`src/rtl/battle_datapath.sv`:
```
//------------------------------------------------------------------------------
// Module      : battle_datapath
// Description : HP, per-move PP and LFSR-driven AI move datapath for the battle
//               control FSM. Define CRIT_EN to enable LFSR-driven critical hits.
// Revision    : 1.0
//------------------------------------------------------------------------------
`default_nettype none

module battle_datapath #(
    parameter int           HP_W      = 4,
    parameter int           HP_MAX    = 15,
    parameter int           PP_W      = 2,
    parameter int           PP_INIT   = 3,
    parameter int           STRUGGLE  = 1,
    parameter logic [7:0]   LFSR_SEED = 8'hA5
) (
    input  logic            clk,
    input  logic            reset,
    input  logic            calc_damage,
    input  logic            apply_damage,
    input  logic            active_trainer,
    input  logic            target,
    input  logic [1:0]      p_move_sel,
    output logic [HP_W-1:0] p_hp,
    output logic [HP_W-1:0] ai_hp,
    output logic            p_fainted,
    output logic            ai_fainted,
    output logic [HP_W-1:0] dmg_out,
    output logic            dmg_valid,
    output logic            crit,
    output logic [1:0]      ai_move,
    output logic [PP_W-1:0] p_pp_left
);

    // An all-zero seed would lock the LFSR up forever.
    localparam logic [7:0] C_SEED = (LFSR_SEED == 8'h00) ? 8'h01 : LFSR_SEED;

    logic [7:0]      r_lfsr;
    logic [HP_W-1:0] r_hp [2];
    logic [PP_W-1:0] r_pp [2][4];
    logic [HP_W-1:0] r_dmg;
    logic            r_valid;
    logic            r_crit;
    logic [1:0]      r_ai_move;

    logic [1:0]      w_mv;
    logic            w_pp_avail;
    logic [HP_W-1:0] w_base;
    logic [HP_W-1:0] w_dmg;
    logic            w_crit;
    logic            w_fb;
    logic [HP_W-1:0] w_hp_tgt;
    logic [HP_W-1:0] w_hp_new;

    assign w_fb       = r_lfsr[7] ^ r_lfsr[5] ^ r_lfsr[4] ^ r_lfsr[3];
    assign w_mv       = active_trainer ? r_lfsr[1:0] : p_move_sel;
    assign w_pp_avail = (r_pp[active_trainer][w_mv] != '0);
    assign w_base     = w_pp_avail ? (HP_W'(w_mv) + HP_W'(1)) : HP_W'(STRUGGLE);

`ifdef CRIT_EN
    logic [HP_W:0] w_dbl;
    assign w_crit = (r_lfsr[7:5] == 3'b111);
    assign w_dbl  = {w_base, 1'b0};
    // Doubled damage is even, so it fits unless the carry-out bit is set.
    assign w_dmg  = !w_crit ? w_base : (w_dbl[HP_W] ? '1 : w_dbl[HP_W-1:0]);
`else
    assign w_crit = 1'b0;
    assign w_dmg  = w_base;
`endif

    assign w_hp_tgt = r_hp[target];
    assign w_hp_new = (w_hp_tgt < r_dmg) ? '0 : (w_hp_tgt - r_dmg);

    always_ff @(posedge clk) begin
        if (reset) begin
            r_lfsr    <= C_SEED;
            r_hp[0]   <= HP_W'(HP_MAX);
            r_hp[1]   <= HP_W'(HP_MAX);
            for (int t = 0; t < 2; t++) begin
                for (int m = 0; m < 4; m++) begin
                    r_pp[t][m] <= PP_W'(PP_INIT);
                end
            end
            r_dmg     <= '0;
            r_valid   <= 1'b0;
            r_crit    <= 1'b0;
            r_ai_move <= 2'd0;
        end else begin
            r_lfsr <= {r_lfsr[6:0], w_fb};
            if (apply_damage && r_valid) begin
                r_hp[target] <= w_hp_new;
                r_valid      <= 1'b0;
            end
            // A same-cycle calc wins over the apply's clear of the valid flag.
            if (calc_damage) begin
                if (w_pp_avail) begin
                    r_pp[active_trainer][w_mv] <= r_pp[active_trainer][w_mv] - PP_W'(1);
                end
                r_dmg   <= w_dmg;
                r_valid <= 1'b1;
                r_crit  <= w_crit;
                if (active_trainer) begin
                    r_ai_move <= w_mv;
                end
            end
        end
    end

    assign p_hp       = r_hp[0];
    assign ai_hp      = r_hp[1];
    assign p_fainted  = (r_hp[0] == '0);
    assign ai_fainted = (r_hp[1] == '0);
    assign dmg_out    = r_dmg;
    assign dmg_valid  = r_valid;
    assign crit       = r_crit;
    assign ai_move    = r_ai_move;
    assign p_pp_left  = r_pp[0][p_move_sel];

endmodule

`default_nettype wire
```
`config.mk`:
```
export PLATFORM = sky130hd
export DESIGN_NAME = battle_datapath
export DESIGN_NICKNAME = d
export VERILOG_FILES = /design/src/rtl/battle_datapath.sv
export SDC_FILE = /design/constraint.sdc
export NUM_CORES = 1
export LEC_CHECK = 0
export CAP_MARGIN = 30
export CORE_ASPECT_RATIO = 1.2
export CORE_MARGIN = 2
export CORE_UTILIZATION = 50
export CTS_CLUSTER_DIAMETER = 30
export DETAILED_ROUTE_END_ITERATION = 8
export DONT_BUFFER_PORTS = 1
export PLACE_DENSITY = 0.76
export SLEW_MARGIN = 20
export SYNTH_ARGS = -nofsm -noshare
export SYNTH_HDL_FRONTEND = slang
export SYNTH_SLANG_ARGS = --single-unit
```
`constraint.sdc`:
```
create_clock -name clk -period 2.2 [get_ports clk]
set_input_delay 0.11 -clock clk [delete_from_list [all_inputs] [get_ports clk]]
set_output_delay 0.11 -clock clk [all_outputs]
set_load 0.05 [all_outputs]
```
After elaboration in Yosys (flattened, before gate mapping)
Memory sizes are Yosys's and may differ from the RTL's.
Index checks and enable logic that the tools add are counted.
{"block": "totals", "out_inout_bits": 20, "mem_bits_rw": 24, "mem_count": 2, "reg_bits": 15, "inputBits": 8}
{"memory": "r_pp", "depth": 2, "width": 8, "rd": 2, "rd_clocked_by_memory_dff": 0, "write_ports": 2, "line": "40", "text": "logic [PP_W-1:0] r_pp [2][4];"}
{"memory": "r_hp", "depth": 2, "width": 4, "rd": 3, "rd_clocked_by_memory_dff": 0, "write_ports": 2, "line": "39", "text": "logic [HP_W-1:0] r_hp [2];"}
{"block": "op_classes", "bitwise": 5, "order_cmp": 4, "addsub": 3, "reduce_logical": 9, "n_mux": 28}
{"operator": "8-bit two-way mux", "count": 3}
{"operator": "1-bit two-way mux", "count": 13}
{"operator": "2-bit two-way mux", "count": 6}
{"operator": "2-bit binary-select mux with 2-bit select", "count": 2}
{"operator": "4-bit zero test", "count": 2}
{"operator": "4-bit two-way mux", "count": 2}
{"operator": "8-bit OR reduction", "count": 1}
{"operator": "3-bit >= comparator (second input constant)", "count": 2}
{"operator": "2-bit inverter with 3-bit output", "count": 2}
{"operator": "2-bit demux with 2-bit select", "count": 1}
{"operator": "4-bit < comparator", "count": 1}
{"operator": "2-bit nonzero test", "count": 2}
{"operator": "4-bit OR reduction", "count": 1}
{"operator": "4-bit subtractor", "count": 1}
{"operator": "2-bit by 1-bit adder with 3-bit output (second input constant)", "count": 1}
{"operator": "3-bit by 1-bit < comparator with 1-bit output (second input constant)", "count": 1}
{"operator": "3-bit two-way mux", "count": 1}
{"operator": "1-bit XOR", "count": 3}
{"operator": "1-bit logical AND", "count": 2}
{"operator": "2-bit AND reduction", "count": 1}
{"operator": "2-bit by 1-bit subtractor with 2-bit output (second input constant)", "count": 1}

Depth between registers and ports, before layout
{"block": "depth", "ltp_word": 12, "mapped_depth": 9}

Worst setup path after synthesis
Ideal clock, no wire load.
{"block": "synth_path", "kind": "register to output", "startpoint": "memory r_hp[0][2]", "endpoint": "output p_fainted", "t_arrival_ps": 2220, "slack_ps": -130, "path_stages_with_launch": 2, "cell_sequence": "edfxtp_1 > nor4_1"}
{"element": "start: declaration", "line": "39"}
{"element": "end: declaration", "line": "26", "text": "output logic p_fainted,"}

==> out/metrics.yaml <==
hold_ws_ns: 0.0195
critPathSlowestCell: "or3b_4"
period_share: 0.939
cp_max_fo: 6
drt_iter0_drc: 22
finalNonFillerCells: 235
dp_hpwl_um: 2930
fmax_mhz: 484
io_pins: 28
synthCells: 158
nets: 199
rsz0062_at_grt: "no"
synth_warnings: 0
cts_tree: "done"
async_reset_ff_frac: 0
start_util: 0.517
drc: 0
yosys.cell_types.count: 37
cp.required_ns: 2.23
die_w_um: 60.0
grt.total_usage: 0.205
synthTopCellsByArea: "edfxtp_1 38%, dfxtp_1 15%, mux4_2 6.0%, ha_1 5.3%, nand2_1 4.0%"
crit_type: "flop to flop"
grt_overflow_total: 0
cts.clk_slew.worst_paths_ns: 0.07
cts_sinks: 38
leakage_nw: 0.796
outcome: "completed"
synth.most_common_cell: "edfxtp_1"
first_global_vias: 1352
ant_nets: 0
fin_util: 0.607
die_y_um: 71.2
final_hold_viol_count: 0
place.gp.congestion: 0.871
cts_setup_buffers: 0
synth_top_area_frac: 0.383
power_mw: 1.50
vias_per_cell: 5.41
portBuffers: 0
rows: 24
antenna_found_initial: 0
syn_area_per_cell_um2: 11.9
dp.cells: 223
pwr_density_cell_nw_per_um2: 681
report.final.slew_viol_count: 0
ir_drop_mv: 0.454
worst_setup_path_start_kind: "flop"
routed_wl_um: 3910
n_antenna_cell: 0
synth_enable_flop_cells: 24
crit_chain: "mux2i_4, mux4_2, mux2i_2, ha_2, or3b_4, nor2_4, and2_4, nand2_1"
wire_per_inst_um: 16.6
seq_area_frac_synth: 0.533
tightest_slew_ns: 0.515
path_buf_inv: 0
drive_gt1_frac: 0.268
synthTopCellsByCount: "24 x edfxtp_1, 20 x nand2_1, 14 x dfxtp_1"
cp_top_family: "simple AND/OR/NAND/NOR gates"
core_um2: 3630
vias: 1271
hold_class: "primary input to flop"
crit_arrival_ns: 2.10
grt_pass1_wl_um: 6240
min_period_ns: 2.07
grt_max_degree: 15
synth_top_cell_by_area: "edfxtp_1"
htree_num_levels: 2
root_buffer: "clkbuf_8"
setup_viol: 0
netlist_area_um2: 1880
clockBufferDepth: 2
finalClockSkew_ns: 0.00499
clk_latency_ns: 0.29
maxCapViolCount: 0
end_kind: "flop"
cts_buffers: 5
fp.dieArea_um2: 4270
slew_headroom: 0.656
synth_flop_cell: "edfxtp_1"
synth_seq_cells: 38
syn2layout_area_growth_pct: 17.4
max_stage_delay_ns: 0.41
dr.pass1.iters: 4
[kinds of logic (layout without fill, tap and decap cells)]
family                   after synthesis  count (layout)  synth area share
AND/OR/NAND/NOR                       54              54             0.146
buffers and inverters                 17              41            0.0459
XOR/XNOR                               4               4            0.0186
flip-flops                            38              38             0.533
other                                  1               2           0.00200
adder cells (fa/ha/maj)                9               9            0.0639
multiplexers                          13              13             0.112
AO/OA/AOI/OAI                         22              22            0.0792
[worst register-to-register path, cell delays in order, from the launching register on]
cell     delay, ns
dfxtp_2       0.34
mux2i_4       0.17
mux4_2        0.24
mux2i_2       0.08
ha_2          0.19
or3b_4        0.41
nor2_4        0.14
and2_4        0.18
nand2_1       0.06
[per-layer routing]
layer  global-route usage  part of all wire  vias up
met5                    0                 0        -
li1                     -                 -      606
met4                0.104             0.014        0
met3               0.0366             0.041        6
met1                0.226              0.38      629
met2                0.365              0.56       30
[layout make-up]
class,instances,area (µm²)
sequential,38,1000
clock buffer,6,72.6
clock inverter,2,8.76
fill,305,1430
tap,52,65.1
timing repair buffer,23,183
multi-input combinational,104,836
inverter,10,37.5
[final timing paths]
path                            slack (ns)                 start                       end  cells past startpoint
worst max-delay path                  0.13  r_lfsr[1]$_SDFF_PP0_  r_pp[0][0]$_SDFFCE_PN1P_                      8
worst min-delay path                  0.02                 reset  r_pp[1][7]$_SDFFCE_PN1P_                      2
worst max register to register        0.13  r_lfsr[1]$_SDFF_PP0_  r_pp[0][0]$_SDFFCE_PN1P_                      8
worst min register to register        0.42  r_lfsr[6]$_SDFF_PP0_      r_lfsr[7]$_SDFF_PP1_                      1
[where the power goes]
part | switching (mW) | total (mW) | internal, mW | leakage, nW
Clock | 0.235 | 0.453 | 0.218 | 0.0426
Combinational | 0.132 | 0.232 | 0.0993 | 0.465
Sequential | 0.0280 | 0.818 | 0.790 | 0.288
[layout by cell type, fill, tap and decap left out, types with 4 or more instances in the layout]
master          n
edfxtp_1       24
nand2_1        20
buf_4          19
dfxtp_1        12
inv_1          10
nor2_1          7
a21o_1          7
nor2b_1         7
ha_1            7
mux4_2          5
or2_2           5
clkbuf_8        5
mux2i_1         4
a21oi_1         4
o21ai_0         4
dlygate4sd3_1   4
[registers in the layout (all words and copies together), names as in the netlist]
| register | flops |
|---|---|
| r_hp | 8 |
| dmg_out | 3 |
| ai_move | 2 |
| r_pp | 16 |
| dmg_valid | 1 |
| r_lfsr | 8 |
[metrics by stage]
step	setup WS (ns)	setup TNS (ns)	area [µm²]
6_report	0.135	0	2210
5_1_grt	0.0480	0	2210
4_1_cts	0.00449	0	2190
3_5_place_dp	-0.0350	-0.109	2060
3_3_place_gp	0.0621	0	2060
2_1_floorplan	0.0148	0	1910
[what timing repair did]
item / in CTS / in global routing
gates resized for setup: 1 / 5
hold endpoints to repair: 14 / 0
setup endpoints to repair: 4 / 21
hold buffers: 4 / 0
pin swaps: 0 / 3
(Power assumes the default switching activity.)
